<file path="src/rtl/pulse_sync_pkg.sv">
// Shared types for the multi-channel pulse re-timer.
// FSM state encoding and width used by every channel.
package pulse_sync_pkg;

    localparam int STATE_W = 2;

    typedef enum logic [STATE_W-1:0] {
        S_IDLE  = 2'b00,
        S_ARMED = 2'b01,
        S_HOLD  = 2'b10
    } state_t;

endpackage

</file>
<file path="src/rtl/pulse_sync_n_if.sv">
// Request/response bundle for pulse_sync_n.
// ovr_cnt and OVR_CW exist only with PULSE_SYNC_OVR_CNT_EN defined.
interface pulse_sync_n_if #(
    parameter int NCH = 4
`ifdef PULSE_SYNC_OVR_CNT_EN
    , parameter int OVR_CW = 8
`endif
);
    logic           slow_en;
    logic [NCH-1:0] pulse_in;
    logic [NCH-1:0] ovr_clr;
    logic [NCH-1:0] pulse_out;
    logic [NCH-1:0] busy;
    logic [NCH-1:0] ovr;
`ifdef PULSE_SYNC_OVR_CNT_EN
    logic [NCH*OVR_CW-1:0] ovr_cnt;

    modport master (
        output slow_en, pulse_in, ovr_clr,
        input  pulse_out, busy, ovr, ovr_cnt
    );
    modport slave (
        input  slow_en, pulse_in, ovr_clr,
        output pulse_out, busy, ovr, ovr_cnt
    );
`else
    modport master (
        output slow_en, pulse_in, ovr_clr,
        input  pulse_out, busy, ovr
    );
    modport slave (
        input  slow_en, pulse_in, ovr_clr,
        output pulse_out, busy, ovr
    );
`endif
endinterface

</file>
<file path="src/rtl/pulse_sync_chan.sv">
// One channel: IDLE/ARMED/HOLD FSM, hold counter, sticky overrun flag.
// Saturating overrun counter built only with PULSE_SYNC_OVR_CNT_EN.
module pulse_sync_chan
    import pulse_sync_pkg::*;
#(
    parameter int HOLD_TICKS = 1,
    parameter int HOLD_W     = 8
`ifdef PULSE_SYNC_OVR_CNT_EN
    , parameter int OVR_CW   = 8
`endif
) (
    input  logic              clk_i,
    input  logic              rst_i,
    input  logic              slow_en_i,
    input  logic              pulse_i,
    input  logic              ovr_clr_i,
    output logic              pulse_o,
    output logic              busy_o,
`ifdef PULSE_SYNC_OVR_CNT_EN
    output logic [OVR_CW-1:0] ovr_cnt_o,
`endif
    output logic              ovr_o
);

    localparam logic [HOLD_W-1:0] HOLD_LOAD = HOLD_W'(HOLD_TICKS - 1);

    state_t            state_q, state_d;
    logic [HOLD_W-1:0] cnt_q, cnt_d;
    logic              pulse_q, busy_q;
    logic              ovr_q, ovr_d;
    logic              ovr_ev;

    always_comb begin
        state_d = state_q;
        cnt_d   = cnt_q;
        // A request is never queued: any pulse while busy is an overrun.
        ovr_ev  = pulse_i && (state_q != S_IDLE);
        ovr_d   = ovr_ev | (ovr_q & ~ovr_clr_i);
        case (state_q)
            S_IDLE: begin
                if (pulse_i) state_d = S_ARMED;
            end
            S_ARMED: begin
                if (slow_en_i) begin
                    state_d = S_HOLD;
                    cnt_d   = HOLD_LOAD;
                end
            end
            S_HOLD: begin
                if (slow_en_i) begin
                    if (cnt_q == '0) state_d = S_IDLE;
                    else             cnt_d   = cnt_q - 1'b1;
                end
            end
            default: state_d = S_IDLE;
        endcase
    end

    always_ff @(posedge clk_i) begin
        if (rst_i) begin
            state_q <= S_IDLE;
            cnt_q   <= '0;
            pulse_q <= 1'b0;
            busy_q  <= 1'b0;
            ovr_q   <= 1'b0;
        end else begin
            state_q <= state_d;
            cnt_q   <= cnt_d;
            pulse_q <= (state_d == S_HOLD);
            busy_q  <= (state_d != S_IDLE);
            ovr_q   <= ovr_d;
        end
    end

    assign pulse_o = pulse_q;
    assign busy_o  = busy_q;
    assign ovr_o   = ovr_q;

`ifdef PULSE_SYNC_OVR_CNT_EN
    logic [OVR_CW-1:0] ocnt_q, ocnt_d;

    // Clear and overrun together leave a count of exactly one.
    always_comb begin
        ocnt_d = ocnt_q;
        if (ovr_clr_i)
            ocnt_d = OVR_CW'(ovr_ev);
        else if (ovr_ev && (ocnt_q != '1))
            ocnt_d = ocnt_q + 1'b1;
    end

    always_ff @(posedge clk_i) begin
        if (rst_i) ocnt_q <= '0;
        else       ocnt_q <= ocnt_d;
    end

    assign ovr_cnt_o = ocnt_q;
`endif

endmodule

</file>
<file path="src/rtl/pulse_sync_n.sv">
// NCH independent fast-to-slow pulse re-timers with overrun flags.
// Define PULSE_SYNC_OVR_CNT_EN to add per-channel overrun counters.
module pulse_sync_n
    import pulse_sync_pkg::*;
#(
    parameter int NCH        = 4,
    parameter int HOLD_TICKS = 1,
    parameter int HOLD_W     = 8,
    parameter int OVR_CW     = 8
) (
    input  logic          fast_clk,
    input  logic          clr,
    pulse_sync_n_if.slave bus
);

    logic [NCH-1:0] pulse_w, busy_w, ovr_w;
`ifdef PULSE_SYNC_OVR_CNT_EN
    logic [NCH*OVR_CW-1:0] ovr_cnt_w;
`endif

    for (genvar i = 0; i < NCH; i++) begin : g_ch
        pulse_sync_chan #(
            .HOLD_TICKS (HOLD_TICKS),
`ifdef PULSE_SYNC_OVR_CNT_EN
            .OVR_CW     (OVR_CW),
`endif
            .HOLD_W     (HOLD_W)
        ) u_chan (
            .clk_i     (fast_clk),
            .rst_i     (clr),
            .slow_en_i (bus.slow_en),
            .pulse_i   (bus.pulse_in[i]),
            .ovr_clr_i (bus.ovr_clr[i]),
            .pulse_o   (pulse_w[i]),
            .busy_o    (busy_w[i]),
`ifdef PULSE_SYNC_OVR_CNT_EN
            .ovr_cnt_o (ovr_cnt_w[i*OVR_CW +: OVR_CW]),
`endif
            .ovr_o     (ovr_w[i])
        );
    end

    assign bus.pulse_out = pulse_w;
    assign bus.busy      = busy_w;
    assign bus.ovr       = ovr_w;

`ifdef PULSE_SYNC_OVR_CNT_EN
    assign bus.ovr_cnt = ovr_cnt_w;
`else
    // Counter width is meaningless without the counters.
    if (OVR_CW < 1) begin : g_ovr_cw_unused
    end
`endif

endmodule

</file>
<file path="src/flat_wrapper.sv">
// flat-port wrapper written by rule: the top's interface ports become plain ports
module pulse_sync_n_flat import pulse_sync_pkg::*;
#(
    parameter int NCH        = 4,
    parameter int HOLD_TICKS = 1,
    parameter int HOLD_W     = 8,
    parameter int OVR_CW     = 8
)
  (fast_clk, clr, bus_slow_en, bus_pulse_in, bus_ovr_clr, bus_pulse_out, bus_busy, bus_ovr);
  pulse_sync_n_if #(.NCH(NCH)) bus_i ();
  input  logic fast_clk;
  input  logic clr;
  input wire logic [$bits(bus_i.slow_en)-1:0] bus_slow_en;
  input wire logic [$bits(bus_i.pulse_in)-1:0] bus_pulse_in;
  input wire logic [$bits(bus_i.ovr_clr)-1:0] bus_ovr_clr;
  output wire logic [$bits(bus_i.pulse_out)-1:0] bus_pulse_out;
  output wire logic [$bits(bus_i.busy)-1:0] bus_busy;
  output wire logic [$bits(bus_i.ovr)-1:0] bus_ovr;
  assign bus_i.slow_en = bus_slow_en;
  assign bus_i.pulse_in = bus_pulse_in;
  assign bus_i.ovr_clr = bus_ovr_clr;
  assign bus_pulse_out = bus_i.pulse_out;
  assign bus_busy = bus_i.busy;
  assign bus_ovr = bus_i.ovr;
  pulse_sync_n #(.NCH(NCH), .HOLD_TICKS(HOLD_TICKS), .HOLD_W(HOLD_W), .OVR_CW(OVR_CW)) u_core (.fast_clk(fast_clk), .clr(clr), .bus(bus_i));
endmodule
</file>
<file path="config.mk">
export PLATFORM = sky130hd
export DESIGN_NAME = pulse_sync_n_flat
export DESIGN_NICKNAME = d
export VERILOG_FILES = /design/src/rtl/pulse_sync_pkg.sv /design/src/rtl/pulse_sync_n_if.sv /design/src/rtl/pulse_sync_chan.sv /design/src/rtl/pulse_sync_n.sv /design/src/flat_wrapper.sv
export SDC_FILE = /design/constraint.sdc
export NUM_CORES = 1
export LEC_CHECK = 0
export ABC_AREA = 0
export CORE_MARGIN = 2
export CORE_UTILIZATION = 62
export CTS_CLUSTER_DIAMETER = 50
export DETAILED_ROUTE_END_ITERATION = 8
export PLACE_DENSITY = 0.91
export SYNTH_ARGS = -nofsm -noshare
export SYNTH_HDL_FRONTEND = slang
export SYNTH_SLANG_ARGS = --single-unit
</file>
<file path="constraint.sdc">
create_clock -name fast_clk -period 3.5 [get_ports fast_clk]
set_input_delay 0.875 -clock fast_clk [delete_from_list [all_inputs] [get_ports fast_clk]]
set_output_delay 0.875 -clock fast_clk [all_outputs]
set_load 0.1 [all_outputs]
</file>
==> results of run 1 <==
per-stage QoR:
step	instances	cell area (um^2)
4_1_cts	378	3014
2_1_floorplan	323	2793
6_report	378	3014
3_5_place_dp	370	2888
3_3_place_gp	370	2888
5_1_grt	378	3014
path summary, 6_finish.rpt:
path                                                    start                                     endpoint  depth (start not counted)
setup / recovery                                  bus_slow_en  u_core.g_ch[0].u_chan.cnt_q[1]$_SDFFE_PP0P_                          5
hold / removal         u_core.g_ch[3].u_chan.ovr_o$_SDFF_PP0_       u_core.g_ch[3].u_chan.ovr_o$_SDFF_PP0_                          2
setup reg to reg  u_core.g_ch[0].u_chan.cnt_q[0]$_SDFFE_PP0P_  u_core.g_ch[0].u_chan.cnt_q[1]$_SDFFE_PP0P_                          6
hold reg to reg        u_core.g_ch[3].u_chan.ovr_o$_SDFF_PP0_       u_core.g_ch[3].u_chan.ovr_o$_SDFF_PP0_                          2
critical path, delay by kind of cell:
family / cells / cell delay (ps)
buffers and inverters: 3 / 1060
AND/OR/NAND/NOR: 1 / 630
AO/OA/AOI/OAI: 1 / 190
metal layers:
layer	vias to the layer above	global-route usage	wire [um]
li1	1169	-	-
met1	1072	0.2881	2429
met2	65	0.3666	2527
met3	15	0.05271	260
met4	0	0.08176	104
met5	-	0	0
power by group:
group          switching [mW]  internal [mW]  leakage (nW)
sequential             0.0396          0.624         0.423
combinational           0.193          0.118         0.654
clock                   0.197          0.252        0.0645
cell type report:
type                            count  share of cell area
Tap cell                           52             0.02159
Clock buffer                        7             0.03196
Clock inverter                      1            0.009963
Sequential cell                    52              0.3454
Multi-Input combinational cell    224              0.4981
Timing Repair Buffer               26             0.07306
Inverter                           16             0.01993
logic make-up (layout without fill, tap and decap cells):
family / Yosys count / in the layout
simple gates: 116 / 116
fa+ha+maj: 4 / 4
xor+xnor: 11 / 11
mux: 6 / 6
flops: 52 / 52
buf+inv: 47 / 50
compound gates: 87 / 87
registers in the layout, summed over array words and instances, names as in the netlist:
register,flops
u_core.g_ch.u_chan.cnt_q,32
u_core.g_ch.u_chan.state_q,8
u_core.g_ch.u_chan.busy_o,4
u_core.g_ch.u_chan.ovr_o,4
u_core.g_ch.u_chan.pulse_o,4
Yosys cell counts, types with 4 or more instances:
library cell  count
buf_4            14
nor3_1           10
or3_1            10
nor2_1           18
dfxtp_1          52
nand2_1          11
or4_1             8
nand3b_1          5
o21ai_0          20
buf_2             5
nor4_1            5
inv_1            15
ha_1              4
xnor2_1           7
a31oi_1           5
o31ai_1           6
or2_2             6
a21o_1            5
mux2i_1           6
xor2_1            4
clkbuf_1          9
a21oi_1          33
nand2b_1         13
==> reports/metrics.yaml, run 1 <==
sta:
  worst_pin_slew_ps: 794.7
  setup_slack_ps: 962.8
  rsz0062_at_grt: "no"
  setup_tns_ps: 0
  finalHoldViolations: 0
  setup_viol_count_final: 0
  finalCritPeriodShare: 0.7249
  period_needed_ps: 2537
  fmaxAchievable_mhz: 394.1
  skew_ps: 4.878
  hold_ws_ps: 476.9
  maxSlewViolCount: 0
  max-slew-margin-rel: 0.4627
clock_tree:
  clockRootBuffer: "clkbuf_8"
  cts_hold_buf: 0
  cts_tree: "built"
  cts_made_buffers: 5
  htreeDepth: 2
  clockBufferDepth: 2
  path_clk_slew_ps: 90
  clk_latency_ps: 310
  cts_resized: 0
  cts_num_sinks: 52
  post_cts_buffers: 0
cells_and_area:
  num-nets-final: 340
  regArea_um2: 1041
  layout_common_cells: "dfxtp_1, a21oi_1, o21ai_0"
  drive_gt1_frac: 0.1380
  fillers: 323
  area_delta_synth_final_pct: 7.930
  layout_commonest_cell: "dfxtp_1"
  multi_input_area_um2: 1501
  antenna_cells: 0
  fin_util: 0.6922
synthesis:
  syn_area_um2: 2793
  netlist.area_leader.share: 0.3728
  synth-compound-area-share: 0.2052
  synth_top_family_by_area: "simple AND/OR/NAND/NOR gates"
  synth-edff-count: 0
  synth.avg_cell_area_um2: 8.646
  synth_top_cell_by_area: "dfxtp_1"
  async_flop_share: 0
  synth_xor_area_frac: 0.03450
  ys_seq_area_frac: 0.3728
  yosysUniqueCellTypes: 57
  syn_inst: 323
  synth_area_leaders: "dfxtp_1, a21oi_1, buf_4"
  synth_simple_gate_area_frac: 0.2585
  ys.flop_type: "dfxtp_1"
  synth_adder_area_share: 0.01792
  ys_warn_count: 0
  ys_ff_latch: 52
  syn_nets: 338
  muxShareOfSynthArea: 0.02151
critical_path:
  cp-start-kind: "primary input"
  r2r_slack_ps: 1280
  cp_cell_sequence: "clkdlybuf4s50_1 -> buf_4 -> clkinv_1 -> or4_1 -> a31oi_1"
  cp-end-kind: "flop"
  crit_required_ps: 3730
  critical_path_arrival_ps: 2770
  criticalPathCategory: "primary input to flop"
  cp_max_fo: 14
  slowest_delay_ps: 630
  worst_path_max_delay_cell: "or4_1"
route:
  num_vias: 2321
  wl_per_cell_um: 14.08
  ant_nets: 0
  viasPerCell: 6.140
  drtPass1Iterations: 4
  drt-initial-drc-count: 154
  drc: 0
  wirelength_um: 5321
flow_run:
  cap_viol_max_count: 0
global_route:
  grt_usage: 0.2237
  grt_max_degree: 38
  grt_overflow: 0
  antenna_found_initial: 0
  grt_pass1_wl_um: 9114
  grt_pass1_vias: 2028
floorplan:
  io_pins: 23
  die_w_um: 71.12
  rows: 24
  start_util: 0.6414
  coreArea_um2: 4354
  die_area_um2: 5057
  die_h_um: 71.12
worst_hold_path:
  min_path_type: "flop to flop"
power_and_ir_drop:
  p_total_mw: 1.424
  powerDensity_nw_per_um2: 472.5
  ir_drop_mv: 0.3504
  leakage_nw: 1.141
placement:
  dpl.hpwl_um: 3653
  gp_congestion: 0.8240
  numPortBuffers: 22
  place_ws_ps: 671.6
run_status:
  status: "completed"
Power figures use the tool's default switching activity.
==> inputs of run 2 (changes only) <==
--- a/config.mk
+++ b/config.mk
@@ -7,10 +7,10 @@
 export LEC_CHECK = 0
 export ABC_AREA = 0
 export CORE_MARGIN = 2
-export CORE_UTILIZATION = 62
+export CORE_UTILIZATION = 52
 export CTS_CLUSTER_DIAMETER = 50
 export DETAILED_ROUTE_END_ITERATION = 8
-export PLACE_DENSITY = 0.91
+export PLACE_DENSITY = 0.82
 export SYNTH_ARGS = -nofsm -noshare
 export SYNTH_HDL_FRONTEND = slang
 export SYNTH_SLANG_ARGS = --single-unit
==> constraint.sdc (replaced) <==
create_clock -name fast_clk -period 2.3 [get_ports fast_clk]
set_input_delay 0.575 -clock fast_clk [delete_from_list [all_inputs] [get_ports fast_clk]]
set_output_delay 0.575 -clock fast_clk [all_outputs]
set_load 0.1 [all_outputs]
==> run 2 against run 1 <==
Sequential power increased by 52%. Design area grew 3.2%. Register-to-register slack lost 930 ps. Combinational power grew 58%. Flip-flop and latch count stayed put. Via count decreased by 0.30%. Routed wire length shrank 0.56%. Global-route usage shrank 3.2 points. Clock power increased by 40%. Critical endpoint is now u_core.g_ch[0].u_chan.cnt_q[6]$_SDFFE_PP0P_. Highest routed layer unchanged.
==> reports/metrics.yaml, run 2 (synthesis results as in run 1) <==
floorplan:
  die_h_um: 77.29
  io_pins: 23
  rows: 26
  die_w_um: 77.29
  coreArea_um2: 5140
  die_area_um2: 5973
  start_util: 0.5433
clock_tree:
  clockBufferDepth: 2
  cts_hold_buf: 0
  cts_resized: 0
  cts_made_buffers: 5
  clk_latency_ps: 310
  cts_num_sinks: 52
  post_cts_buffers: 0
  clockRootBuffer: "clkbuf_8"
  cts_tree: "built"
  path_clk_slew_ps: 90
  htreeDepth: 2
cells_and_area:
  top_regs: "u_core.g_ch.u_chan.cnt_q (32), u_core.g_ch.u_chan.state_q (8)"
  antenna_cells: 0
  regArea_um2: 1041
  area_delta_synth_final_pct: 11.34
  fillers: 479
  largest-register: "u_core.g_ch.u_chan.cnt_q"
  layout_commonest_cell: "dfxtp_1"
  num-nets-final: 350
  drive_gt1_frac: 0.1637
  multi_input_area_um2: 1501
  layout_common_cells: "dfxtp_1, a21oi_1, buf_4"
  largest_register_ffs: 32
sta:
  finalCritPeriodShare: 0.8611
  setup_tns_ps: 0
  fmaxAchievable_mhz: 504.9
  finalHoldViolations: 0
  maxSlewViolCount: 0
  worst_pin_slew_ps: 790.1
  period_needed_ps: 1981
  setup_slack_ps: 319.4
  max-slew-margin-rel: 0.4659
  setup_viol_count_final: 0
  skew_ps: 7.624
  rsz0062_at_grt: "no"
route:
  drtPass1Iterations: 4
  dr.max_layer_used: "met4"
  wl_met3_um: 163
  wl_per_cell_um: 13.03
  m1WireLength_um: 2503
  viasPerCell: 5.700
  ant_nets: 0
  num_vias: 2314
  met2_length_um: 2539
  drc: 0
  drt-initial-drc-count: 132
  wirelength_um: 5291
critical_path:
  criticalPathCategory: "primary input to flop"
  crit_required_ps: 2540
  critical_path_arrival_ps: 2220
  cp-start-kind: "primary input"
  cp-end-kind: "flop"
  cp_max_fo: 7
global_route:
  grt_overflow: 0
  grt_pass1_vias: 2220
  grt_usage: 0.1919
  grt_pass1_wl_um: 9501
  antenna_found_initial: 0
  grt_max_degree: 24
power_and_ir_drop:
  ir_drop_mv: 0.3046
  leakage_nw: 1.181
  powerDensity_nw_per_um2: 684.4
placement:
  place_ws_ps: -22.70
  gp_congestion: 0.8404
  numPortBuffers: 22
  dpl.hpwl_um: 3800
worst_hold_path:
  min_path_type: "flop to flop"
flow_run:
  cap_viol_max_count: 0
run_status:
  status: "completed"
## run 2: area by class of cell
class / count / share of cell area
Inverter: 16 / 0.01932
Sequential cell: 52 / 0.3348
Multi-Input combinational cell: 224 / 0.4829
Tap cell: 70 / 0.02817
Clock buffer: 5 / 0.02213
Timing Repair Buffer: 36 / 0.09899
Clock inverter: 3 / 0.01368
## run 2: path summary, 6_finish.rpt
path,start,to,slack [ps],cells past startpoint
max,bus_slow_en,u_core.g_ch[0].u_chan.cnt_q[6]$_SDFFE_PP0P_,320,6
min reg2reg,u_core.g_ch[3].u_chan.ovr_o$_SDFF_PP0_,u_core.g_ch[3].u_chan.ovr_o$_SDFF_PP0_,480,2
min,u_core.g_ch[3].u_chan.ovr_o$_SDFF_PP0_,u_core.g_ch[3].u_chan.ovr_o$_SDFF_PP0_,480,2
max reg2reg,u_core.g_ch[1].u_chan.cnt_q[3]$_SDFFE_PP0P_,u_core.g_ch[1].u_chan.cnt_q[6]$_SDFFE_PP0P_,350,5
## run 2: layer usage
| layer | GRT usage | vias up |
|---|---|---|
| li1 | - | 1183 |
| met1 | 0.2383 | 1086 |
| met2 | 0.3270 | 40 |
| met3 | 0.03294 | 5 |
| met4 | 0.08036 | 0 |
| met5 | 0 | - |
## run 2: power by group
part           internal [mW]  switching (mW)  total (mW)
Sequential             0.950          0.0594        1.01
Clock                  0.322           0.306       0.628
Combinational          0.195           0.295       0.490
## run 2: worst max-delay path, cell delays in order
cell             delay [ps]
clkdlybuf4s50_1         490
buf_4                   170
nor4bb_1                280
o211ai_1                140
or4_1                   410
a21oi_1                 150
## run 2: metrics by stage
| stage | area (um^2) | hold slack (ps) | std cells | power [mW] | util |
|---|---|---|---|---|---|
| after global placement | 2998 | 457.4 | 398 | 1.505 | 0.5833 |
| after detailed placement | 2998 | 458.1 | 398 | 1.518 | 0.5833 |
| after floorplan | 2793 | 445.4 | 323 | 1.427 | - |
| after CTS | 3109 | 477.9 | 406 | 2.143 | 0.6049 |
| after global routing | 3109 | 501.6 | 406 | 2.233 | 0.6049 |
| final | 3109 | 476.2 | 406 | 2.128 | 0.6049 |
